File: src/rtl/fifo_wr_arbiter_pkg.sv
// fifo_wr_arbiter_pkg: state encoding, default sizes and index helper shared by the FIFO write arbiter
package fifo_wr_arbiter_pkg;
  localparam logic [1:0] IDLE        = 2'b00;
  localparam logic [1:0] SEND_FIRST  = 2'b01;
  localparam logic [1:0] SEND_SECOND = 2'b10;
  localparam int DEF_DATA_WIDTH = 8;
  localparam int DEF_NUM_REQ    = 2;
  function automatic int wrap_idx(input int base, input int off, input int n);
    return (base + off) % n;
  endfunction
endpackage

File: src/rtl/fifo_wr_arbiter_picker.sv
// rr_priority_picker: combinational round-robin winner search starting at the priority pointer
module rr_priority_picker
  import fifo_wr_arbiter_pkg::*;
#(
  parameter int NUM_REQ  = DEF_NUM_REQ,
  parameter int PTR_BITS = 1
)(
  input  logic [NUM_REQ-1:0]  req,
  input  logic [PTR_BITS-1:0] ptr,
  output logic [PTR_BITS-1:0] winner,
  output logic                any_valid
);
  logic [PTR_BITS-1:0] j;
  // scan from the farthest offset back toward the pointer so the nearest requester is written last
  always_comb begin
    winner = '0;
    j = '0;
    any_valid = |req;
    for (int k = NUM_REQ - 1; k >= 0; k--) begin
      j = PTR_BITS'(wrap_idx(int'(ptr), k, NUM_REQ));
      winner = req[j] ? j : winner;
    end
  end
endmodule

File: src/rtl/fifo_wr_arbiter.sv
// fifo_wr_arbiter: round-robin sharing of one FIFO write port; FIFO_ARB_MSB_FIRST_EN sends 2-byte words high byte first
module fifo_wr_arbiter
  import fifo_wr_arbiter_pkg::*;
#(
  parameter int DATA_WIDTH = DEF_DATA_WIDTH,
  parameter int NUM_REQ    = DEF_NUM_REQ,
  parameter int PTR_BITS   = 1
)(
  input  logic                          CLK,
  input  logic                          RST,
  input  logic [NUM_REQ-1:0]            REQ,
  input  logic [NUM_REQ*2*DATA_WIDTH-1:0] REQ_DATA,
  input  logic [NUM_REQ-1:0]            REQ_TWO,
  input  logic                          W_FULL,
  output logic                          WINC,
  output logic [DATA_WIDTH-1:0]         W_DATA,
  output logic [NUM_REQ-1:0]            ACK,
  output logic                          BUSY
);
  localparam int WW = 2 * DATA_WIDTH;
  logic [1:0]          state_q, state_d;
  logic [WW-1:0]       word_q, word_d;
  logic                two_q, two_d;
  logic [PTR_BITS-1:0] gnt_q, gnt_d, ptr_q, ptr_d, win;
  logic                any_req, last_byte, send_hi;
  logic [WW-1:0]       req_word [NUM_REQ];

  for (genvar i = 0; i < NUM_REQ; i++) begin : g_unpack
    assign req_word[i] = REQ_DATA[i*WW +: WW];
  end

  rr_priority_picker #(.NUM_REQ(NUM_REQ), .PTR_BITS(PTR_BITS)) u_pick (
    .req       (REQ),
    .ptr       (ptr_q),
    .winner    (win),
    .any_valid (any_req)
  );

  // byte lane select, write strobe gated by full, and one-hot completion on the final byte
  always_comb begin
    last_byte = (state_q == SEND_SECOND) || (state_q == SEND_FIRST && !two_q);
`ifdef FIFO_ARB_MSB_FIRST_EN
    send_hi = state_q == SEND_FIRST && two_q;
`else
    send_hi = state_q == SEND_SECOND;
`endif
    WINC = state_q != IDLE && !W_FULL;
    W_DATA = send_hi ? word_q[WW-1:DATA_WIDTH] : word_q[DATA_WIDTH-1:0];
    ACK = (WINC && last_byte) ? NUM_REQ'(1) << gnt_q : '0;
    BUSY = state_q != IDLE;
  end

  // grant latches the winner's word and advances the pointer; each accepted byte steps the sequence
  always_comb begin
    state_d = state_q;
    word_d = word_q;
    two_d = two_q;
    gnt_d = gnt_q;
    ptr_d = ptr_q;
    if (state_q == IDLE) begin
      if (any_req) begin
        state_d = SEND_FIRST;
        word_d = req_word[win];
        two_d = REQ_TWO[win];
        gnt_d = win;
        ptr_d = PTR_BITS'(wrap_idx(int'(win), 1, NUM_REQ));
      end
    end else if (WINC) begin
      state_d = (state_q == SEND_FIRST && two_q) ? SEND_SECOND : IDLE;
    end
  end

  // state registers; reset abandons any word in flight
  always_ff @(posedge CLK or negedge RST) begin
    if (!RST) begin
      state_q <= IDLE;
      word_q <= '0;
      two_q <= 1'b0;
      gnt_q <= '0;
      ptr_q <= '0;
    end else begin
      state_q <= state_d;
      word_q <= word_d;
      two_q <= two_d;
      gnt_q <= gnt_d;
      ptr_q <= ptr_d;
    end
  end
endmodule

File: config.mk
export PLATFORM = sky130hd
export DESIGN_NAME = fifo_wr_arbiter
export DESIGN_NICKNAME = d
export VERILOG_FILES = /design/src/rtl/fifo_wr_arbiter_pkg.sv /design/src/rtl/fifo_wr_arbiter_picker.sv /design/src/rtl/fifo_wr_arbiter.sv
export SDC_FILE = /design/constraint.sdc
export NUM_CORES = 1
export LEC_CHECK = 0
export CELL_PAD_IN_SITES_DETAIL_PLACEMENT = 1
export CELL_PAD_IN_SITES_GLOBAL_PLACEMENT = 1
export CORE_MARGIN = 4
export CORE_UTILIZATION = 31
export DETAILED_ROUTE_END_ITERATION = 8
export PLACE_DENSITY = 0.89
export SYNTH_ARGS = -nofsm -noshare
export SYNTH_HDL_FRONTEND = slang
export SYNTH_SLANG_ARGS = --single-unit
File: constraint.sdc
create_clock -name CLK -period 1.8 [get_ports CLK]
set_clock_uncertainty 0.1 [all_clocks]
set_input_delay 0.36 -clock CLK [delete_from_list [all_inputs] [get_ports CLK]]
set_output_delay 0.36 -clock CLK [all_outputs]
set_load 0.01 [all_outputs]
==> results.sh, run 1 <==
export IMPL_synth_area_leaders="dfrtp_1, o221ai_2, inv_1"
export IMPL_ys_warn_count=0
export IMPL_path_common_cell="buf_6"
export IMPL_tightest_slew_ps=317
export IMPL_dr_pass1_iters=4
export IMPL_grtUsageTotal_pct=16.9
export IMPL_cap_violations=0
export IMPL_crit_arrival_ps=1480
export IMPL_drc_errors=0
export IMPL_setup_slack_ps=-137
export IMPL_overflow=0
export IMPL_grt_pass1_vias=1346
export IMPL_cp_required_ps=1340
export IMPL_place_congestion=0.857
export IMPL_worst_path_max_delay_cell="dfrtp_1"
export IMPL_die_h_um=71.4
export IMPL_slew_violations=0
export IMPL_avgSynthCellArea_um2=9.81
export IMPL_max_stage_delay_ps=430
export IMPL_leakage_nw=0.941
export IMPL_ys_seq_elements=21
export IMPL_clockBufferDepth=2
export IMPL_path_class="reg2out"
export IMPL_die_area_um2=5100
export IMPL_setup_viol=10
export IMPL_std_cell_rows=22
export IMPL_max_slew_margin_pct=78.9
export IMPL_finalSetupTns_ps=-1020
export IMPL_final_cell_count_no_fill=236
export IMPL_cts_sinks=21
export IMPL_syn_nets=166
export IMPL_route_met2_wl_um=2380
export IMPL_violations="negative setup slack"
export IMPL_initial_core_util_pct=33.0
export IMPL_yosysSeqAreaShare_pct=42.2
export IMPL_min_delay_path_class="in2async"
export IMPL_post_route_period_util_pct=108
export IMPL_hold_viol=0
export IMPL_via_count=1169
export IMPL_cts_htree_levels=1
export IMPL_hpwl_um=2940
export IMPL_grt_pass1_wl_um=6720
export IMPL_drive_gt1_share_pct=30.3
export IMPL_critPathMaxFanout=3
export IMPL_ant_nets=0
export IMPL_io_pins=51
export IMPL_path_clk_slew_ps=80
export IMPL_fin_crit_ps=1940
export IMPL_dr_wl_met3_um=149
export IMPL_wl_per_cell_um=17.6
export IMPL_portBuffers=50
export IMPL_netlist_area_um2=1250
export IMPL_cp_start_kind="flop"
export IMPL_startpoint="state_q[0]$_DFFE_PN0P_"
export IMPL_clock_latency_ps=260
export IMPL_status="finished with violations"
export IMPL_synth_top_area_share_pct=42.2
export IMPL_root_buffer="clkbuf_8"
export IMPL_synthToLayoutAreaGrowth_pct=59.7
export IMPL_antenna_found_initial=0
export IMPL_power_total_w=0.00296
export IMPL_irDropWorstVdd_mv=0.724
export IMPL_wirelength_um=4160
export IMPL_core_um2=3770
export IMPL_top_layer_used="met4"
export IMPL_drt_iter0_markers=24
export IMPL_yosysUniqueCellTypes=22
export IMPL_final_nets=228
export IMPL_cts_tree="done"
export IMPL_max_freq_mhz=516
export IMPL_path_cells="nor2b_4 > buf_6 > buf_6 > mux2_4 > buf_6"
export IMPL_die_w_um=71.4
export IMPL_antenna_cells=0
export IMPL_power_density_nw_per_um2=1490
export IMPL_syn_inst=127
export IMPL_viasPerCell=4.95
export IMPL_rsz0062_at_grt="true"
export IMPL_cts_buffers_inserted=3
export IMPL_place_inst=228
export IMPL_wirelength_met1_um=1550
export IMPL_yosysTopAreaCell="dfrtp_1"
export IMPL_end_kind="primary output"
export IMPL_grt_start_max_net_pins=22
export IMPL_worstReg2RegStart="state_q[0]$_DFFE_PN0P_"
-- layout make-up --
type / instances / area (um2)
well taps: 48 / 60.1
fillers: 413 / 1780
repair buffers: 64 / 638
inverters: 35 / 131
flip-flops and latches: 21 / 526
clock buffers: 4 / 45.0
multi-input cells: 64 / 591
-- cell usage after synthesis --
cell type	number
nor2_1	4
inv_2	1
inv_1	34
nor2b_1	1
nand2b_1	1
nor3b_1	1
nor3_1	1
dfrtp_1	21
o21ai_0	4
o21ai_2	2
o21ai_1	14
mux2_2	8
buf_4	1
nand3_1	1
buf_6	4
clkbuf_1	2
nand2_1	6
o221ai_2	9
o221ai_1	8
nand3_4	2
nor3b_2	1
nor2_4	1
-- layer usage --
layer	track usage, %	vias up
met4	5.22	0
met5	0	-
met1	18.4	579
li1	-	553
met2	33.0	31
met3	2.66	6
-- flip-flops by register name (all words and copies together) (netlist names) --
| register | flops |
|---|---|
| gnt_q | 1 |
| ptr_q | 1 |
| state_q | 2 |
| two_q | 1 |
| word_q | 16 |
-- metrics by stage --
step           instance area [um2]  hold slack [ps]  setup WS [ps]  util, %
2_1_floorplan                 1250            -35.6            272        -
3_3_place_gp                  1830              379           -245     48.6
3_5_place_dp                  1830              389           -283     48.6
4_1_cts                       1950              351           -155     51.7
5_1_grt                       1990              389           -176     52.8
6_report                      1990              343           -137     52.8
-- cells in the final DEF (no fill, tap or decap), types with 2 or more instances in the layout --
cell / synthesis / routed
clkdlybuf4s50_1: 0 / 37
inv_1: 34 / 34
dfrtp_1: 21 / 21
o21ai_1: 14 / 14
buf_6: 4 / 13
o221ai_2: 9 / 9
mux2_4: 0 / 8
o221ai_1: 8 / 8
buf_4: 1 / 7
nand2_1: 6 / 6
o21ai_0: 4 / 4
nor2_1: 4 / 3
clkbuf_8: 0 / 3
nor2_4: 1 / 2
nand3_4: 2 / 2
o21ai_2: 2 / 2
buf_2: 0 / 2
clkbuf_2: 0 / 2
buf_12: 0 / 2
-- report_power, final --
group | switching (W) | internal, W | leakage (nW)
Sequential | 0.000165 | 0.000703 | 0.260
Clock | 0.000158 | 0.000158 | 0.0228
Combinational | 0.000817 | 0.000962 | 0.659
Total | 0.00114 | 0.00182 | 0.941
-- worst max-delay path, delay by kind of cell (launching register included) --
family	cells	cell delay, ps
flip-flops	1	430
buffers and inverters	3	340
AND/OR/NAND/NOR	1	160
multiplexers	1	290
-- logic make-up (layout without fill, tap and decap cells) --
logic type	count (synthesis)	in the layout	synth area share [%]
AND/OR/NAND/NOR	19	19	10.1
multiplexers	8	8	7.23
AO/OA/AOI/OAI	37	37	25.1
flip-flops	21	21	42.2
buffers and inverters	42	103	15.4
-- path summary, 6_finish.rpt --
| path | endpoint | slack [ps] | cells after the start |
|---|---|---|---|
| worst min register to register | word_q[1]$_DFFE_PN0P_ | 410 | 2 |
| worst max-delay path | W_DATA[4] | -140 | 5 |
| min in group CLK | word_q[1]$_DFFE_PN0P_ | 410 | 2 |
| worst min-delay path | word_q[10]$_DFFE_PN0P_ | 340 | 2 |
| max in group asynchronous | word_q[6]$_DFFE_PN0P_ | 1030 | 2 |
| worst max register to register | word_q[14]$_DFFE_PN0P_ | 40 | 6 |
-- repair_timing --
action | in CTS | in global routing
hold buffers | 0 | 0
gates resized for setup | 67 | 8
setup buffers | 2 | 2
pin swaps | 2 | 2
setup endpoints to repair | 12 | 11
(Power assumes the default switching activity.)
==> run 2, diff against run 1 <==
--- a/config.mk
+++ b/config.mk
@@ -8,9 +8,9 @@
 export CELL_PAD_IN_SITES_DETAIL_PLACEMENT = 1
 export CELL_PAD_IN_SITES_GLOBAL_PLACEMENT = 1
 export CORE_MARGIN = 4
-export CORE_UTILIZATION = 31
+export CORE_UTILIZATION = 28
 export DETAILED_ROUTE_END_ITERATION = 8
-export PLACE_DENSITY = 0.89
+export PLACE_DENSITY = 0.85
 export SYNTH_ARGS = -nofsm -noshare
 export SYNTH_HDL_FRONTEND = slang
 export SYNTH_SLANG_ARGS = --single-unit
==> constraint.sdc (replaced) <==
create_clock -name CLK -period 1.7 [get_ports CLK]
set_clock_uncertainty 0.1 [all_clocks]
set_input_delay 0.34 -clock CLK [delete_from_list [all_inputs] [get_ports CLK]]
set_output_delay 0.34 -clock CLK [all_outputs]
set_load 0.01 [all_outputs]
==> run 2 against run 1 <==
The run still ends with negative setup slack left. Flip-flop and latch count unchanged. Largest power group unchanged. Sequential share of layout area down 0.49 points. Clock-buffer cell count unchanged. Critical path depth shrank 1. Critical path type unchanged. Final area increased by 1.9%. Combinational power increased by 7%. Global-route usage is 3.0 points lower. Clock power is 4% higher.
==> results.sh, run 2 (synthesized netlist as in run 1, its figures left out) <==
export IMPL_status="finished with violations"
export IMPL_violations="negative setup slack"
export IMPL_wl_per_cell_um=15.5
export IMPL_mostFrequentLayoutCell="clkdlybuf4s50_1"
export IMPL_final_nets=230
export IMPL_cp_required_ps=1260
export IMPL_std_cell_rows=23
export IMPL_max_flop_register="word_q"
export IMPL_viasPerCell=4.73
export IMPL_slew_violations=0
export IMPL_tightest_slew_ps=278
export IMPL_power_density_nw_per_um2=1540
export IMPL_io_pins=51
export IMPL_hpwl_um=2630
export IMPL_rsz0062_at_grt="true"
export IMPL_largest_reg_flops=16
export IMPL_setup_viol=10
export IMPL_clockBufferDepth=2
export IMPL_final_util_pct=48.9
export IMPL_max_stage_delay_ps=430
export IMPL_drc_errors=0
export IMPL_cts_sinks=21
export IMPL_root_buffer="clkbuf_8"
export IMPL_die_area_um2=5580
export IMPL_path_class="reg2out"
export IMPL_clock_latency_ps=250
export IMPL_hold_slack_ps=332
export IMPL_drt_iter0_markers=57
export IMPL_path_buf_inv=2
export IMPL_crit_arrival_ps=1410
export IMPL_cts_htree_levels=1
export IMPL_synthToLayoutAreaGrowth_pct=62.8
export IMPL_irDropWorstVdd_mv=0.435
export IMPL_leakage_nw=0.961
export IMPL_drive_gt1_share_pct=31.1
export IMPL_path_clk_slew_ps=80
export IMPL_path_common_cell="buf_6"
export IMPL_worst_path_max_delay_cell="dfrtp_1"
export IMPL_cts_hold_buf=0
export IMPL_portBuffers=50
export IMPL_antenna_found_initial=0
export IMPL_crit_family="flip-flops"
export IMPL_cp_start_kind="flop"
export IMPL_grtUsageTotal_pct=14.0
export IMPL_ant_nets=0
export IMPL_core_um2=4140
export IMPL_path_cells="nor2b_4 > buf_6 > mux2_4 > buf_6"
export IMPL_hold_viol=0
export IMPL_top_regs="word_q: 16 flops, state_q: 2 flops"
export IMPL_die_h_um=74.7
export IMPL_place_congestion=0.696
export IMPL_final_cell_mix="clkdlybuf4s50_1, inv_1, dfrtp_1"
export IMPL_cts_buffers_inserted=3
export IMPL_initial_core_util_pct=30.1
export IMPL_end_kind="primary output"
export IMPL_grt_pass1_vias=1203
export IMPL_overflow=0
export IMPL_min_delay_path_class="in2async"
export IMPL_dr_pass1_iters=2
export IMPL_antenna_cells=0
export IMPL_wirelength_um=3720
export IMPL_post_route_period_util_pct=109
export IMPL_critPathMaxFanout=5
export IMPL_grt_start_max_net_pins=22
export IMPL_setup_slack_ps=-149
export IMPL_cts_tree="done"
export IMPL_max_freq_mhz=541
export IMPL_via_count=1134
export IMPL_grt_pass1_wl_um=5920
export IMPL_max_slew_margin_pct=81.4
export IMPL_fin_crit_ps=1850
export IMPL_cap_violations=0
export IMPL_die_w_um=74.7
## run 2: changes by cell type in the layout (fill, tap and decap cells not counted), sizes merged
cell and change:
buf +4, clkbuf -2
## run 2: final cells by class
cell class / count / area, um2
Sequential cell: 21 / 526
Timing Repair Buffer: 66 / 684
Multi-Input combinational cell: 64 / 579
Clock buffer: 4 / 45.0
Tap cell: 50 / 62.6
Fill cell: 473 / 2120
Inverter: 35 / 131
## run 2: metal layers
| layer | up-vias | wire length, um | GRT usage [%] |
|---|---|---|---|
| met2 | 24 | 2040 | 24.9 |
| met4 | 0 | 36 | 4.35 |
| met3 | 2 | 172 | 2.14 |
| li1 | 554 | - | - |
| met5 | - | 0 | 0 |
| met1 | 554 | 1480 | 17.3 |
## run 2: stage by stage
stage                     cell area (um2)  std cells  power, W  worst slack [ps]  TNS (ps)
after detailed placement             1880        232   0.00255              -330     -3970
after floorplan                      1250        127   0.00184               192         0
after CTS                            1970        237   0.00303              -137     -1230
final                                2030        240   0.00313              -149     -1340
after global routing                 2030        240   0.00337              -207     -2040
after global placement               1880        232   0.00250              -345     -3150
## run 2: what timing repair did
item                                    in CTS  in global routing
endpoints found under the setup margin      12                 29
setup buffers                                1                  3
pin swaps                                    1                  1
resized for setup                           70                  6
## run 2: worst register-to-register path, stage by stage, from the launching register on
cell      delay (ps)
dfrtp_1          430
buf_6            140
buf_6            120
nor2_4           130
buf_4            150
nand3_4           80
buf_4            200
o221ai_1         190
## run 2: path summary, 6_finish.rpt
kind / from / cells past startpoint / slack (ps) / endpoint
worst max-delay path: state_q[0]$_DFFE_PN0P_ / 4 / -150 / W_DATA[7]
worst min-delay path: RST / 2 / 330 / word_q[0]$_DFFE_PN0P_
worst max register to register: state_q[0]$_DFFE_PN0P_ / 7 / 90 / word_q[13]$_DFFE_PN0P_
worst min register to register: word_q[15]$_DFFE_PN0P_ / 2 / 400 / word_q[15]$_DFFE_PN0P_
max in group asynchronous: RST / 2 / 940 / word_q[14]$_DFFE_PN0P_
min in group CLK: word_q[15]$_DFFE_PN0P_ / 2 / 400 / word_q[15]$_DFFE_PN0P_
## run 2: power breakdown
group          internal, W  total (W)  switching (W)
Clock             0.000167   0.000328       0.000162
Combinational      0.00107    0.00190       0.000826
Sequential        0.000744   0.000902       0.000158
Total              0.00198    0.00313        0.00115
==> run 3, diff against run 2 <==
--- a/config.mk
+++ b/config.mk
@@ -11,6 +11,8 @@
 export CORE_UTILIZATION = 28
 export DETAILED_ROUTE_END_ITERATION = 8
 export PLACE_DENSITY = 0.85
+export REMOVE_ABC_BUFFERS = 1
+export SLEW_MARGIN = 20
 export SYNTH_ARGS = -nofsm -noshare
 export SYNTH_HDL_FRONTEND = slang
 export SYNTH_SLANG_ARGS = --single-unit
==> run 3 against run 2 <==
The run still ends with negative setup slack left. Global-route usage rose by 0.35 points. Die area did not move. Combinational power fell by 6%. Wire length fell by 3.3%. Maximum frequency rose by 0.23%. Final area fell by 2.2%. Register-to-register slack improved by 20 ps. First-iteration DRC count fell by 28%.
==> results.sh, run 3 (synthesized netlist as in run 1, its figures left out) <==
export IMPL_antenna_cells=0
export IMPL_grt_start_max_net_pins=22
export IMPL_grtUsageMet3_pct=2.67
export IMPL_viasPerCell=4.74
export IMPL_multi_input_area_um2=581
export IMPL_synthToLayoutAreaGrowth_pct=59.2
export IMPL_finalSetupTns_ps=-1290
export IMPL_io_pins=51
export IMPL_hold_slack_ps=324
export IMPL_setup_viol=10
export IMPL_p_sw_w=0.00113
export IMPL_fillers=484
export IMPL_leakage_nw=0.942
export IMPL_met1_usage_pct=17.9
export IMPL_clockBufferDepth=2
export IMPL_reg2reg_slack_ps=110
export IMPL_post_route_period_util_pct=109
export IMPL_root_buffer="clkbuf_8"
export IMPL_core_um2=4140
export IMPL_final_util_pct=47.9
export IMPL_die_h_um=74.7
export IMPL_std_cell_rows=23
export IMPL_end_kind="primary output"
export IMPL_antenna_found_initial=0
export IMPL_max_freq_mhz=542
export IMPL_largest_reg_flops=16
export IMPL_wl_per_cell_um=15.1
export IMPL_comb_power_share_pct=59.1
export IMPL_rsz0062_at_grt="true"
export IMPL_max_stage_delay_ps=380
export IMPL_die_w_um=74.7
export IMPL_cp_required_ps=1260
export IMPL_max_slew_margin_pct=81.2
export IMPL_crit_arrival_ps=1410
export IMPL_drt_iter0_markers=41
export IMPL_mostFrequentLayoutCell="clkdlybuf4s50_1"
export IMPL_ant_nets=0
export IMPL_violations="negative setup slack"
export IMPL_dr_pass1_iters=3
export IMPL_clock_latency_ps=260
export IMPL_initial_core_util_pct=30.1
export IMPL_final_seq_area_um2=526
export IMPL_crit_family="flip-flops"
export IMPL_min_delay_path_class="in2async"
export IMPL_worst_path_max_delay_cell="dfrtp_1"
export IMPL_drive_gt1_share_pct=30.2
export IMPL_portBuffers=50
export IMPL_critPathMaxFanout=5
export IMPL_cts_buffers_inserted=3
export IMPL_busiest_layer="met2"
export IMPL_via_count=1134
export IMPL_grtUsageTotal_pct=14.3
export IMPL_irDropWorstVdd_mv=0.609
export IMPL_path_common_cell="buf_6"
export IMPL_status="finished with violations"
export IMPL_fin_crit_ps=1850
export IMPL_path_clk_slew_ps=80
export IMPL_final_nets=229
export IMPL_hpwl_um=2620
export IMPL_met2_usage_pct=25.8
export IMPL_tightest_slew_ps=282
export IMPL_drc_errors=0
export IMPL_power_density_nw_per_um2=1530
export IMPL_final_cell_mix="clkdlybuf4s50_1, inv_1, dfrtp_1"
export IMPL_max_flop_register="word_q"
export IMPL_slew_violations=0
export IMPL_grt_pass1_wl_um=6090
export IMPL_hold_viol=0
export IMPL_overflow=0
export IMPL_wirelength_um=3600
export IMPL_cts_tree="done"
export IMPL_cap_violations=0
export IMPL_path_buf_inv=2
export IMPL_top_regs="word_q: 16 flops, state_q: 2 flops"
export IMPL_die_area_um2=5580
export IMPL_clkPwrFrac_pct=11.3
export IMPL_grt_pass1_vias=1268
export IMPL_pre_cts_ws_ps=-349
export IMPL_cp_start_kind="flop"
export IMPL_cts_hold_buf=0
export IMPL_cts_htree_levels=1
export IMPL_setup_slack_ps=-145
export IMPL_cts_sinks=21
export IMPL_p_int_w=0.00191
export IMPL_path_cells="nor2b_4 > buf_6 > mux2_4 > buf_6"
export IMPL_pwr_share_seq_pct=29.6
export IMPL_swShare_pct=37.1
export IMPL_path_class="reg2out"
export IMPL_place_congestion=0.798
export IMPL_power_total_w=0.00304
run 3: changes by cell type in the layout (fill, tap and decap cells not counted):
cell	change
buf_12	-2
buf_4	+3
buf_6	-3
clkbuf_2	+1
clkdlybuf4s50_1	+1
dlygate4sd2_1	-1
nor3_1	+1
nor3_2	-1
nor3b_2	-1
nor3b_4	+1
run 3: worst register-to-register path, stage by stage, from the launching register on:
cell      delay (ps)
dfrtp_1          410
buf_4            170
nor2_4           120
buf_4            120
buf_4            130
nand3_4           80
buf_12           170
o221ai_1         210
run 3: power groups by stage:
stage | sequential (W) | combinational, W | clock (W)
after floorplan | 0.000858 | 0.000866 | 0
after global placement | 0.000859 | 0.00155 | 0
after CTS | 0.000891 | 0.00174 | 0.000355
after detailed placement | 0.000883 | 0.00159 | 0
final | 0.000898 | 0.00179 | 0.000344
after global routing | 0.000928 | 0.00198 | 0.000377
run 3: layout make-up:
cell class	count	area share [%]
Timing Repair Buffer	65	32.2
Multi-Input combinational cell	64	29.3
Sequential cell	21	26.5
Inverter	35	6.62
Tap cell	50	3.15
Clock buffer	4	2.27
run 3: timing repair:
| action | in CTS | in global routing |
|---|---|---|
| setup endpoints to repair | 12 | 29 |
| gates resized for setup | 67 | 4 |
| pin swaps | 2 | 0 |
| setup buffers | 1 | 2 |
run 3: final timing paths:
check,startpoint,to,cells past startpoint
max,state_q[1]$_DFFE_PN0P_,W_DATA[3],4
min,RST,word_q[15]$_DFFE_PN0P_,2
max reg2reg,state_q[0]$_DFFE_PN0P_,word_q[9]$_DFFE_PN0P_,7
min reg2reg,word_q[12]$_DFFE_PN0P_,word_q[12]$_DFFE_PN0P_,2
max in group asynchronous,RST,word_q[11]$_DFFE_PN0P_,2
min in group CLK,word_q[12]$_DFFE_PN0P_,word_q[12]$_DFFE_PN0P_,2
run 3: routing by layer:
layer	up-vias	part of all wire [%]
met3	4	5.7
li1	554	-
met1	547	41
met2	29	53
met5	-	0
met4	0	0.67
run 3: metrics by stage:
step / std cells / instance area (um2)
floorplan: 120 / 1190
global placement: 232 / 1840
detailed placement: 232 / 1840
CTS: 237 / 1940
global route: 239 / 1980
finish: 239 / 1980
